**src/rtl/icache_assoc_if.sv**
```systemverilog
// Fetcher-side and memory-side handshake bundle for icache_assoc.
// The slave modport is the cache's view; master is the fetcher/memory side.
interface icache_assoc_if #(
    parameter int unsigned ADDR_BITS = 8,
    parameter int unsigned DATA_BITS = 16
);
    logic [ADDR_BITS-1:0] fetcher_address;
    logic                 fetcher_read_request;
    logic                 fetcher_read_valid;
    logic [DATA_BITS-1:0] fetcher_read_data;
    logic                 mem_read_valid;
    logic [ADDR_BITS-1:0] mem_read_address;
    logic                 mem_read_ready;
    logic [DATA_BITS-1:0] mem_read_data;

    modport slave (
        input  fetcher_address, fetcher_read_request, mem_read_ready, mem_read_data,
        output fetcher_read_valid, fetcher_read_data, mem_read_valid, mem_read_address
    );

    modport master (
        output fetcher_address, fetcher_read_request, mem_read_ready, mem_read_data,
        input  fetcher_read_valid, fetcher_read_data, mem_read_valid, mem_read_address
    );
endinterface

```
**src/rtl/icache_assoc.sv**
```systemverilog
// Set-associative, single-word-line instruction cache with blocking miss handling,
// flush support and saturating hit/miss statistics.
module icache_assoc #(
    parameter int unsigned ADDR_BITS = 8,
    parameter int unsigned DATA_BITS = 16,
    parameter int unsigned NUM_SETS  = 8,
    parameter int unsigned NUM_WAYS  = 2,
    parameter int unsigned STAT_BITS = 32
) (
    input  logic                 clk,
    input  logic                 reset,
    icache_assoc_if.slave        bus,
    input  logic                 flush,
    output logic [STAT_BITS-1:0] hit_count,
    output logic [STAT_BITS-1:0] miss_count
);
    localparam int unsigned IDX_BITS = $clog2(NUM_SETS);
    localparam int unsigned TAG_BITS = ADDR_BITS - IDX_BITS;
    localparam int unsigned WAY_BITS = (NUM_WAYS > 1) ? $clog2(NUM_WAYS) : 1;

    typedef enum logic [1:0] {IDLE, FETCH, RESP} state_t;

    state_t state_q, state_d;

    logic [NUM_SETS-1:0][NUM_WAYS-1:0] valid_q;
    logic [NUM_SETS-1:0][WAY_BITS-1:0] victim_q;
    logic [TAG_BITS-1:0]               tag_q  [NUM_SETS][NUM_WAYS];
    logic [DATA_BITS-1:0]              data_q [NUM_SETS][NUM_WAYS];

    logic                 rvalid_q, rvalid_d;
    logic [DATA_BITS-1:0] rdata_q, rdata_d;
    logic                 mvalid_q, mvalid_d;
    logic [ADDR_BITS-1:0] addr_q, addr_d;
    logic                 flush_pend_q, flush_pend_d;
    logic                 hit_inc, miss_inc, fill_en, clear_all;

    logic [IDX_BITS-1:0]  lookup_idx, fill_idx;
    logic [TAG_BITS-1:0]  lookup_tag, fill_tag;
    logic                 hit_c;
    logic [DATA_BITS-1:0] hit_data_c;
    logic [WAY_BITS-1:0]  victim_c, ptr_next_c;

    assign lookup_idx = bus.fetcher_address[IDX_BITS-1:0];
    assign lookup_tag = bus.fetcher_address[ADDR_BITS-1:IDX_BITS];
    assign fill_idx   = addr_q[IDX_BITS-1:0];
    assign fill_tag   = addr_q[ADDR_BITS-1:IDX_BITS];

    assign bus.fetcher_read_valid = rvalid_q;
    assign bus.fetcher_read_data  = rdata_q;
    assign bus.mem_read_valid     = mvalid_q;
    assign bus.mem_read_address   = addr_q;

    // Tag match across all ways of the requested set
    always_comb begin
        hit_c      = 1'b0;
        hit_data_c = '0;
        for (int w = 0; w < int'(NUM_WAYS); w++) begin
            if (valid_q[lookup_idx][w] && (tag_q[lookup_idx][w] == lookup_tag)) begin
                hit_c      = 1'b1;
                hit_data_c = data_q[lookup_idx][w];
            end
        end
    end

    // Lowest invalid way wins; otherwise fall back to the set's round-robin pointer
    always_comb begin
        victim_c = victim_q[fill_idx];
        for (int w = int'(NUM_WAYS) - 1; w >= 0; w--) begin
            if (!valid_q[fill_idx][w]) begin
                victim_c = WAY_BITS'(w);
            end
        end
        ptr_next_c = victim_q[fill_idx] + WAY_BITS'(1);
        if (NUM_WAYS == 1) begin
            ptr_next_c = '0;
        end
    end

    always_ff @(posedge clk) begin
        if (!reset) begin
            state_q <= IDLE;
        end else begin
            state_q <= state_d;
        end
    end

    always_comb begin
        state_d      = state_q;
        rvalid_d     = 1'b0;
        rdata_d      = rdata_q;
        mvalid_d     = mvalid_q;
        addr_d       = addr_q;
        flush_pend_d = flush_pend_q;
        hit_inc      = 1'b0;
        miss_inc     = 1'b0;
        fill_en      = 1'b0;
        clear_all    = 1'b0;
        unique case (state_q)
            IDLE: begin
                if (flush) begin
                    clear_all = 1'b1;
                end else if (bus.fetcher_read_request) begin
                    if (hit_c) begin
                        rdata_d  = hit_data_c;
                        rvalid_d = 1'b1;
                        hit_inc  = 1'b1;
                        state_d  = RESP;
                    end else begin
                        addr_d   = bus.fetcher_address;
                        mvalid_d = 1'b1;
                        miss_inc = 1'b1;
                        state_d  = FETCH;
                    end
                end
            end
            FETCH: begin
                if (flush) begin
                    flush_pend_d = 1'b1;
                end
                if (bus.mem_read_ready) begin
                    fill_en  = 1'b1;
                    rdata_d  = bus.mem_read_data;
                    rvalid_d = 1'b1;
                    mvalid_d = 1'b0;
                    state_d  = RESP;
                end
            end
            RESP: begin
                // A flush deferred during the transaction takes effect as we re-enter IDLE
                if (flush || flush_pend_q) begin
                    clear_all = 1'b1;
                end
                flush_pend_d = 1'b0;
                state_d      = IDLE;
            end
            default: state_d = IDLE;
        endcase
    end

    // Control, valid bits, victim pointers and statistics
    always_ff @(posedge clk) begin
        if (!reset) begin
            rvalid_q     <= 1'b0;
            rdata_q      <= '0;
            mvalid_q     <= 1'b0;
            addr_q       <= '0;
            flush_pend_q <= 1'b0;
            valid_q      <= '0;
            victim_q     <= '0;
            hit_count    <= '0;
            miss_count   <= '0;
        end else begin
            rvalid_q     <= rvalid_d;
            rdata_q      <= rdata_d;
            mvalid_q     <= mvalid_d;
            addr_q       <= addr_d;
            flush_pend_q <= flush_pend_d;
            if (clear_all) begin
                valid_q <= '0;
            end else if (fill_en) begin
                valid_q[fill_idx][victim_c] <= 1'b1;
            end
            if (fill_en) begin
                victim_q[fill_idx] <= ptr_next_c;
            end
            if (hit_inc && (hit_count != {STAT_BITS{1'b1}})) begin
                hit_count <= hit_count + STAT_BITS'(1);
            end
            if (miss_inc && (miss_count != {STAT_BITS{1'b1}})) begin
                miss_count <= miss_count + STAT_BITS'(1);
            end
        end
    end

    // Tag and data storage; contents are qualified by valid_q so need no reset
    always_ff @(posedge clk) begin
        if (fill_en) begin
            tag_q[fill_idx][victim_c]  <= fill_tag;
            data_q[fill_idx][victim_c] <= bus.mem_read_data;
        end
    end
endmodule

```
**src/flat_wrapper.sv**
```systemverilog
// flat-port wrapper written by rule: the top's interface ports become plain ports
module icache_assoc_flat 
#(
    parameter int unsigned ADDR_BITS = 8,
    parameter int unsigned DATA_BITS = 16,
    parameter int unsigned NUM_SETS  = 8,
    parameter int unsigned NUM_WAYS  = 2,
    parameter int unsigned STAT_BITS = 32
)
  (clk, reset, flush, hit_count, miss_count, bus_fetcher_address, bus_fetcher_read_request, bus_mem_read_ready, bus_mem_read_data, bus_fetcher_read_valid, bus_fetcher_read_data, bus_mem_read_valid, bus_mem_read_address);
  icache_assoc_if #(.ADDR_BITS(ADDR_BITS), .DATA_BITS(DATA_BITS)) bus_i ();
  input  logic clk;
  input  logic reset;
  input  logic flush;
  output logic [STAT_BITS-1:0] hit_count;
  output logic [STAT_BITS-1:0] miss_count;
  input wire logic [$bits(bus_i.fetcher_address)-1:0] bus_fetcher_address;
  input wire logic [$bits(bus_i.fetcher_read_request)-1:0] bus_fetcher_read_request;
  input wire logic [$bits(bus_i.mem_read_ready)-1:0] bus_mem_read_ready;
  input wire logic [$bits(bus_i.mem_read_data)-1:0] bus_mem_read_data;
  output wire logic [$bits(bus_i.fetcher_read_valid)-1:0] bus_fetcher_read_valid;
  output wire logic [$bits(bus_i.fetcher_read_data)-1:0] bus_fetcher_read_data;
  output wire logic [$bits(bus_i.mem_read_valid)-1:0] bus_mem_read_valid;
  output wire logic [$bits(bus_i.mem_read_address)-1:0] bus_mem_read_address;
  assign bus_i.fetcher_address = bus_fetcher_address;
  assign bus_i.fetcher_read_request = bus_fetcher_read_request;
  assign bus_i.mem_read_ready = bus_mem_read_ready;
  assign bus_i.mem_read_data = bus_mem_read_data;
  assign bus_fetcher_read_valid = bus_i.fetcher_read_valid;
  assign bus_fetcher_read_data = bus_i.fetcher_read_data;
  assign bus_mem_read_valid = bus_i.mem_read_valid;
  assign bus_mem_read_address = bus_i.mem_read_address;
  icache_assoc #(.ADDR_BITS(ADDR_BITS), .DATA_BITS(DATA_BITS), .NUM_SETS(NUM_SETS), .NUM_WAYS(NUM_WAYS), .STAT_BITS(STAT_BITS)) u_core (.clk(clk), .reset(reset), .bus(bus_i), .flush(flush), .hit_count(hit_count), .miss_count(miss_count));
endmodule
```
**config.mk**
```make
export PLATFORM = sky130hd
export DESIGN_NAME = icache_assoc_flat
export DESIGN_NICKNAME = d
export VERILOG_FILES = /design/src/rtl/icache_assoc_if.sv /design/src/rtl/icache_assoc.sv /design/src/flat_wrapper.sv
export SDC_FILE = /design/constraint.sdc
export NUM_CORES = 1
export LEC_CHECK = 0
export BUFFER_PORTS_ARGS = -buffer_cell sky130_fd_sc_hd__buf_2
export CAP_MARGIN = 20
export CORE_ASPECT_RATIO = 1.75
export CORE_MARGIN = 2
export CORE_UTILIZATION = 30
export DETAILED_ROUTE_END_ITERATION = 10
export GPL_ROUTABILITY_DRIVEN = 0
export GPL_TIMING_DRIVEN = 1
export HOLD_SLACK_MARGIN = 0.05
export SLEW_MARGIN = 10
export SYNTH_ARGS = -nofsm -noshare
export SYNTH_HDL_FRONTEND = slang
export SYNTH_SLANG_ARGS = --single-unit
```
**constraint.sdc**
```tcl
create_clock -name clk -period 10.1 [get_ports clk]
set_input_delay 0.505 -clock clk [delete_from_list [all_inputs] [get_ports clk]]
set_output_delay 0.505 -clock clk [all_outputs]
set_load 0.02 [all_outputs]
```
==> impl_results.md, run 1 <==
- Initial core utilization: 0.304
- Total gr overflow: 0
- Hold Path End: u_core.bus.mem_read_address[4]$_SDFFE_PN0P_
- Fin util: 0.351
- Post-synthesis cell type count: 60
- Clk slew on worst S/H paths: around 60 ps
- DR iter-0 viols: 813
- Antenna Cells: 0
- RR Startpoint: u_core.bus.mem_read_address[0]$_SDFFE_PN0P_
- Net switching power: just over 800 uW
- Sequential fraction of the synthesis area: 0.670
- Skew final: 26.9 ps
- R2r endpoint: u_core.tag_q[3][6]$_DFFE_PP_
- Clock Power Share: 0.423
- CP required: 10610 ps
- Worst Max-Slew Pin Slew: 1090 ps
- Critical path capture point type: register
- Worst Path Arrival: ~4600 ps
- Vias in the first global route: 11200
- Hold Crit Depth: 3
- First-pass DRT Iterations: 5
- Pwr/cell area: 176 mW/mm2
- RSZ-0062 raised after global routing: no
- DR WL/cell: 21.4 um
- Period utilization: 0.408
- CTS tree: yes
- Die area: 0.0639 mm2
- Flop pwr share: 0.534
- Slew Viols, Final: 0
- Via density: 5.11
- Setup slack, reg-to-reg: 6410 ps
- I/O Buffers: 118
- Worst Hold Class: in -> reg
- Mapped Nets: 1257
- Largest net degree at the start of global routing: 62
- Crit path launch type: input pin
- Sw Share: 0.218
- CTS Buffer Depth: 3
- Post-CTS Setup Repair Bufs: 0
- Max-cap viol count: 0
- Setup TNS Final: 0 ps
- Die height: between 300 and 400 um
- FFs w/ async S/R, synth: 0
- PostCTS Resize Cnt: 0
- Setup violators final: 0
- Final hold vios: 0
- Leak: 0.00721 uW
- Clock Sinks: 453
- Hold_buf cts: 0
- IO Pins: ~120
- Top cells by count, synth: edfxtp_1 (336), dfxtp_1 (117), nor2_1 (92)
- CP max FO: 49
- Status: complete, no violations
- Total CTS buffers: between 40 and 50
- DRC: 0
- Core ar.: 0.0611 mm2
- Number of antenna violations at the first check in global routing: 4
- Area Overhead vs Synth: 15.7%
- Cells after Synth: 1226
- Synth top area share: 0.544
- Yosys reg bits: 453
- Via count: 11100
- Final worst path period need: 4120 ps
- Kind of critical path: in -> reg
- Area occupied by registers: 0.0124 mm2
- Layout cells sized above 1: 0.245
- Die Wd: between 150 and 200 um
- Most common cell in the netlist: edfxtp_1
- Cell accounting for the most synthesized area: edfxtp_1
- VDD IR-drop max: around 0.11 mV
- Synthesized cell area: 0.0185 mm2
- Primary FF master, synth: edfxtp_1
- Antenna Nets Post-Route: 0
- Logic pwr share: 0.043
- Final nets: ~1400
- Pint: 2950 uW
- Tot GR Track Use: 0.144
- First-pass GRT wire length: 69100 um
- Worst hold start: bus_fetcher_address[4]
- Synth warn: 0
- Avg Inst Size Synth: 15.1 um2
- EDFF count, synth: 336
- Routed WL: 46600 um
- Root Buffer: clkbuf_16
- Worst reg-to-reg path cell count: 7
- Fill cell count: roughly 5800
- Area of the multi-input gates: 0.00577 mm2
- H-tree level count: 2
- Num rows: 120
- Post-DP HPWL: 29000 um
- Slew Limit Headroom: 0.270
- Clock latency on the worst-skew pair: 580 ps
- Largest cells by area after synthesis: edfxtp_1 (54%), dfxtp_1 (13%), mux4_2 (9.2%), mux2i_1 (4.6%), nor2_1 (1.9%)
- FMAX: 0.243 GHz
-- per-stage QoR --
step                cell area, um2  setup slack (ps)  total power [uW]  hold slack, ps  std cells
floorplan                    18500              6360              2160             433       1226
CTS                          21400              5500              3820             232       2177
detailed placement           20100              4910              2220             462       2099
finish                       21500              5980              3770             254       2178
global route                 21500              5600              3890             282       2178
global placement             20000              5000              2210             443       2097
-- registers in the layout, indices dropped and copies added (netlist names), 8 cells and up --
register	cells
u_core.bus.fetcher_read_data	16
u_core.data_q	256
u_core.tag_q	80
u_core.bus.mem_read_address	8
u_core.victim_q	8
u_core.valid_q	16
u_core.hit_count	32
u_core.miss_count	32
-- area by class of cell --
type,instances,share of cell area
Sequential cell,453,0.580
Tap cell,793,0.0463
Clock buffer,56,0.0528
Timing Repair Buffer,146,0.0379
Inverter,15,0.00262
Multi-Input combinational cell,693,0.269
Clock inverter,22,0.0117
-- layer usage --
| layer | wire length (um) | vias to the layer above | global-route usage |
|---|---|---|---|
| met3 | 2730 | 111 | 0.0256 |
| met1 | 18100 | 5648 | 0.168 |
| li1 | - | 4989 | - |
| met5 | 17 | - | 0 |
| met4 | 1940 | 4 | 0.0648 |
| met2 | 23900 | 376 | 0.256 |
-- critical path, cell delays in order --
cell and delay [ps]:
buf_6 490, buf_4 820, mux2i_1 290, a22oi_1 120
and3_1 220, o2111ai_1 370, nor3_4 60, buf_4 290
o31ai_1 420, and2_1 720, a32o_1 230
-- power by group through the flow --
| stage | logic, uW | registers, uW | clock network (uW) |
|---|---|---|---|
| 2_1_floorplan | 107 | 2050 | 0 |
| 3_3_place_gp | 162 | 2050 | 0 |
| 3_5_place_dp | 166 | 2050 | 0 |
| 4_1_cts | 166 | 2010 | 1640 |
| 5_1_grt | 177 | 2010 | 1700 |
| 6_report | 163 | 2010 | 1590 |
-- worst max-delay path by stage --
stage               slack (ps)  cells past startpoint                                            end                                        start
finish                    5980                     11   u_core.bus.fetcher_read_data[2]$_SDFFE_PN0P_                       bus_fetcher_address[0]
global route              5600                     11   u_core.bus.fetcher_read_data[1]$_SDFFE_PN0P_                       bus_fetcher_address[0]
CTS                       5500                      9   u_core.bus.fetcher_read_data[1]$_SDFFE_PN0P_                       bus_fetcher_address[0]
detailed placement        4910                      9   u_core.bus.fetcher_read_data[1]$_SDFFE_PN0P_                       bus_fetcher_address[0]
global placement          5000                      9  u_core.bus.fetcher_read_data[14]$_SDFFE_PN0P_                       bus_fetcher_address[0]
floorplan                 6360                      8                 u_core.data_q[3][16]$_DFFE_PP_  u_core.bus.mem_read_address[0]$_SDFFE_PN0P_
-- cells by family after synthesis --
kind of cell               after synthesis  synth area share
DFF                                    453             0.670
and+or+nand+nor                        335            0.0936
muxes                                  184             0.152
AOI/OAI and AO/OA                      157            0.0539
buffers and inverters                   80            0.0217
xor gates and xnor gates                15           0.00708
adders and majority gates                2           0.00135
-- placed cells by master (no fill, tap or decap), types with 7 or more instances in the layout --
cell type / synthesis / layout
and4_1: 8 / 8
mux2_2: 21 / 21
xor2_1: 7 / 7
clkbuf_1: 31 / 11
nand2b_1: 40 / 40
nor2_2: 0 / 16
a22oi_1: 8 / 8
a21oi_1: 59 / 59
edfxtp_1: 336 / 336
nor2_1: 92 / 76
or3_1: 22 / 22
dfxtp_1: 117 / 117
mux4_2: 76 / 76
nand4_1: 13 / 13
inv_1: 14 / 14
o21ai_0: 39 / 39
and3_1: 18 / 18
xnor2_1: 8 / 8
buf_4: 8 / 28
mux2i_1: 86 / 86
clkinv_2: 0 / 10
buf_2: 15 / 116
a32o_1: 16 / 16
o31ai_1: 11 / 11
or4_1: 9 / 9
nand2_1: 66 / 66
nand3_1: 34 / 34
clkbuf_16: 0 / 42
(Power assumes the default switching activity.)
==> run 2: changes to the inputs <==
--- a/config.mk
+++ b/config.mk
@@ -5,6 +5,7 @@
 export SDC_FILE = /design/constraint.sdc
 export NUM_CORES = 1
 export LEC_CHECK = 0
+export ABC_AREA = 1
 export BUFFER_PORTS_ARGS = -buffer_cell sky130_fd_sc_hd__buf_2
 export CAP_MARGIN = 20
 export CORE_ASPECT_RATIO = 1.75
==> constraint.sdc (replaced) <==
create_clock -name clk -period 4.2 [get_ports clk]
set_input_delay 0.21 -clock clk [delete_from_list [all_inputs] [get_ports clk]]
set_output_delay 0.21 -clock clk [all_outputs]
set_load 0.02 [all_outputs]
==> run 2 against run 1 <==
  * Register-to-register slack got worse by 5400 ps
  * Synthesized area increased by 9.8%
  * Die area increased by 9.7%
  * First-iteration DRC count increased by 74%
  * Flip-flop and latch count unchanged
  * Hold slack got worse by 48 ps
  * Cell count increased by 45%
  * Critical endpoint is now u_core.hit_count[1]$_SDFFE_PN0P_
==> impl_results.md, run 2 <==
- Status: complete, no violations
- CTS Buffer Depth: 3 (unchanged)
- Root Buffer: clkbuf_16
- Slew Viols, Final: 0 (unchanged)
- VDD IR-drop max: 0.268 mV (+140%)
- Clock Power Share: 0.411 (-0.012)
- Cell accounting for the most synthesized area: edfxtp_1
- Fin util: 0.348 (-0.00265)
- Buf+Inv Stages, Crit Path: 2 (-1)
- Most common cell in the netlist: nand2_1
- FFs w/ async S/R, synth: 0 (unchanged)
- Post-CTS Setup Repair Bufs: 0 (unchanged)
- Commonest cells after routing, fill and taps aside: nand2_1 (512), edfxtp_1 (336), inv_1 (190)
- Cells after Synth: 2109 (+72%)
- DR WL/cell: 19.1 um (-11%)
- Hold Crit Depth: 5 (+2)
- Instance count on the critical path: 14 (+3)
- Clock Sinks: 453 (unchanged)
- Kind of critical path: in -> reg
- Slew Limit Headroom: 0.325 (+0.0543)
- First-pass GRT wire length: 91800 um (+33%)
- IO Pins: 119 (unchanged)
- Logic pwr share: 0.066 (+0.023)
- Setup TNS Final: 0 ps (unchanged)
- Pwr/cell area: 396 mW/mm2 (+130%)
- Max incr delay on CP: 670 ps (-150 ps)
- Via density: 5.05 (-1.1%)
- Mapped Nets: 2140 (+70%)
- Num rows: 126 (+5.0%)
- Flop pwr share: 0.523 (-0.011)
- Clock latency on the worst-skew pair: 570 ps (about the same)
- Area Overhead vs Synth: 15.1%
- Final nets: 2253 (+63%)
- Routed WL: 60200 um (+29%)
- Critical path capture point type: register
- Fill cell count: 6757 (+17%)
- Synth warn: 0 (unchanged)
- Die height: 349 um (+4.8%)
- Top cells by count, synth: nand2_1 (512), edfxtp_1 (336), inv_1 (190)
- Setup violators final: 0 (unchanged)
- Final worst path period need: 3210 ps
- RSZ-0062 raised after global routing: no
- Worst Path Arrival: 3690 ps (-940 ps)
- Post-synthesis cell type count: 41 (-32%)
- Sw Share: 0.236 (+0.0179)
- Pint: 7080 uW (+140%)
- Via count: 15900 (+43%)
- H-tree level count: 2 (unchanged)
- Synth top area share: 0.495 (-0.0488)
- FMAX: 0.311 GHz
- Sequential fraction of the synthesis area: 0.610 (-0.0601)
- Post-DP HPWL: 37100 um (+28%)
- Post-route insts no fill: 3154 (+45%)
- Worst Hold Class: in -> reg
- Final hold vios: 0 (unchanged)
- DRC: 0 (unchanged)
- Number of antenna violations at the first check in global routing: 3 (-1)
- Antenna Nets Post-Route: 0 (unchanged)
- Total CTS buffers: 43 (+2.4%)
- Largest regs: u_core.data_q (256), u_core.tag_q (80)
- Worst path most repeated cell: nand2_1
- Largest net degree at the start of global routing: 185 (+200%)
- Critical path cell sequence: buf_4, buf_12, nand2_1, nand3_1, nand3_1, nand3_1, nand2_1, nor2_4, nand3_2, nand2_4, nand3_2, nand2_1, nand2_1, nor2_1
- Period utilization: 0.765
- Avg Inst Size Synth: 9.66 um2 (-36%)
- EDFF count, synth: 336 (unchanged)
- I/O Buffers: 118 (unchanged)
- Clk slew on worst S/H paths: 60 ps (about the same)
- Leak: 0.00900 uW (+25%)
- Vias in the first global route: 15600 (+40%)
- Primary FF master, synth: edfxtp_1
- CP required: 4680 ps (-5930 ps)
- Area of the multi-input gates: 0.00663 mm2 (+15%)
- Skew final: 26.8 ps (-0.0598 ps)
- Initial core utilization: 0.303 (-0.000854)
- Tot GR Track Use: 0.168 (+0.0232)
- CP max FO: 184 (+280%)
- Most flop-heavy register: u_core.data_q
- Die area: 0.0701 mm2 (+9.7%)
- Crit path launch type: input pin
- Largest delay contributor family on the critical path: simple AND/OR/NAND/NOR gates
- First-pass DRT Iterations: 6 (+1)
- Largest cells by area after synthesis: edfxtp_1 (50%), dfxtp_1 (11%), nand2_1 (9.4%), nand3_1 (4.3%), inv_1 (3.5%)
- CTS tree: yes
- Total gr overflow: 0 (unchanged)
- Net switching power: 2190 uW (+170%)
- Die Wd: 201 um (+4.7%)
- Max-cap viol count: 0 (unchanged)
- Synthesized cell area: 0.0204 mm2 (+9.8%)
- DR iter-0 viols: 1418 (+74%)
- Post-placement cell count: 3049 (+45%)
- Core ar.: 0.0673 mm2 (+10%)
- Yosys reg bits: 453 (unchanged)
- Most common cell after layout, fill and taps aside: nand2_1
- Layout cells sized above 1: 0.114 (-0.130)
- Area occupied by registers: 0.0124 mm2 (unchanged)
- Largest register FFs: 256 (unchanged)
- Critical-path top delay cell: nand3_2
- Worst Max-Slew Pin Slew: 1010 ps (-80.2 ps)
- Worst reg-to-reg path cell count: 13 (+6)
-- run 2: changes by cell type after synthesis, sizes merged, moves of 76 or more --
cell and change:
nand2 +450, nor2 +82, inv +180, mux4 -76, nand3 +146, mux2i -86
-- run 2: power by group through the flow --
stage / registers [uW] / clock network [uW] / logic (uW)
6_report: 4860 / 3810 / 612
5_1_grt: 4860 / 4040 / 670
4_1_cts: 4860 / 3880 / 613
3_5_place_dp: 4950 / 0 / 592
3_3_place_gp: 4950 / 0 / 577
2_1_floorplan: 4960 / 0 / 358
-- run 2: final timing paths --
check | slack [ps] | from | to
max | 990 | bus_fetcher_address[0] | u_core.hit_count[1]$_SDFFE_PN0P_
min | 210 | bus_fetcher_read_request | u_core.state_q[1]$_SDFFE_PN0P_
max reg2reg | 1000 | u_core.tag_q[2][0]$_DFFE_PP_ | u_core.hit_count[1]$_SDFFE_PN0P_
min reg2reg | 490 | u_core.valid_q[15]$_SDFFE_PP0P_ | u_core.valid_q[15]$_SDFFE_PP0P_
-- run 2: metrics by stage --
stage / hold slack [ps] / area [um2] / setup WS [ps] / power [uW]
finish: 207 / 23500 / 986 / 9280
global route: 212 / 23500 / 671 / 9570
CTS: 182 / 23400 / 990 / 9350
detailed placement: 471 / 21900 / 434 / 5550
global placement: 466 / 21800 / 485 / 5530
floorplan: 309 / 20400 / 1820 / 5320
-- run 2: layer usage --
metal | global-route usage | routed length (um) | vias to the layer above
met5 | 0 | 13 | -
met4 | 0.0830 | 3000 | 2
met3 | 0.0233 | 3500 | 156
met2 | 0.303 | 30400 | 567
met1 | 0.193 | 23300 | 7723
li1 | - | - | 7488
-- run 2: area by class of cell --
type / count / area share
antenna: 1 / 0.000107
sequential: 453 / 0.530
clock buffer: 54 / 0.0494
timing repair buffer: 183 / 0.0496
inverter: 197 / 0.0317
multi-input combinational: 1344 / 0.283
tap: 896 / 0.0478
clock inverter: 26 / 0.00859
-- run 2: logic make-up (layout without fill, tap and decap cells) --
family | count (synthesis) | in the layout | synth area share
AO/OA/AOI/OAI | 292 | 292 | 0.0843
adder cells (fa/ha/maj) | 2 | 2 | 0.00123
other | 0 | 1 | 0
flip-flops | 453 | 453 | 0.610
XOR/XNOR | 59 | 59 | 0.0254
buffers and inverters | 312 | 460 | 0.0645
AND/OR/NAND/NOR | 991 | 991 | 0.214
-- run 2: worst min-delay path, stage by stage --
cell and delay [ps]:
buf_2 130, nand3_1 110, nand2_1 90, nand3_1 130, inv_1 50
-- run 2: repair_timing --
action,in CTS,in global routing
hold endpoints to repair,258,0
gates resized for setup,0,0
hold buffers,23,0
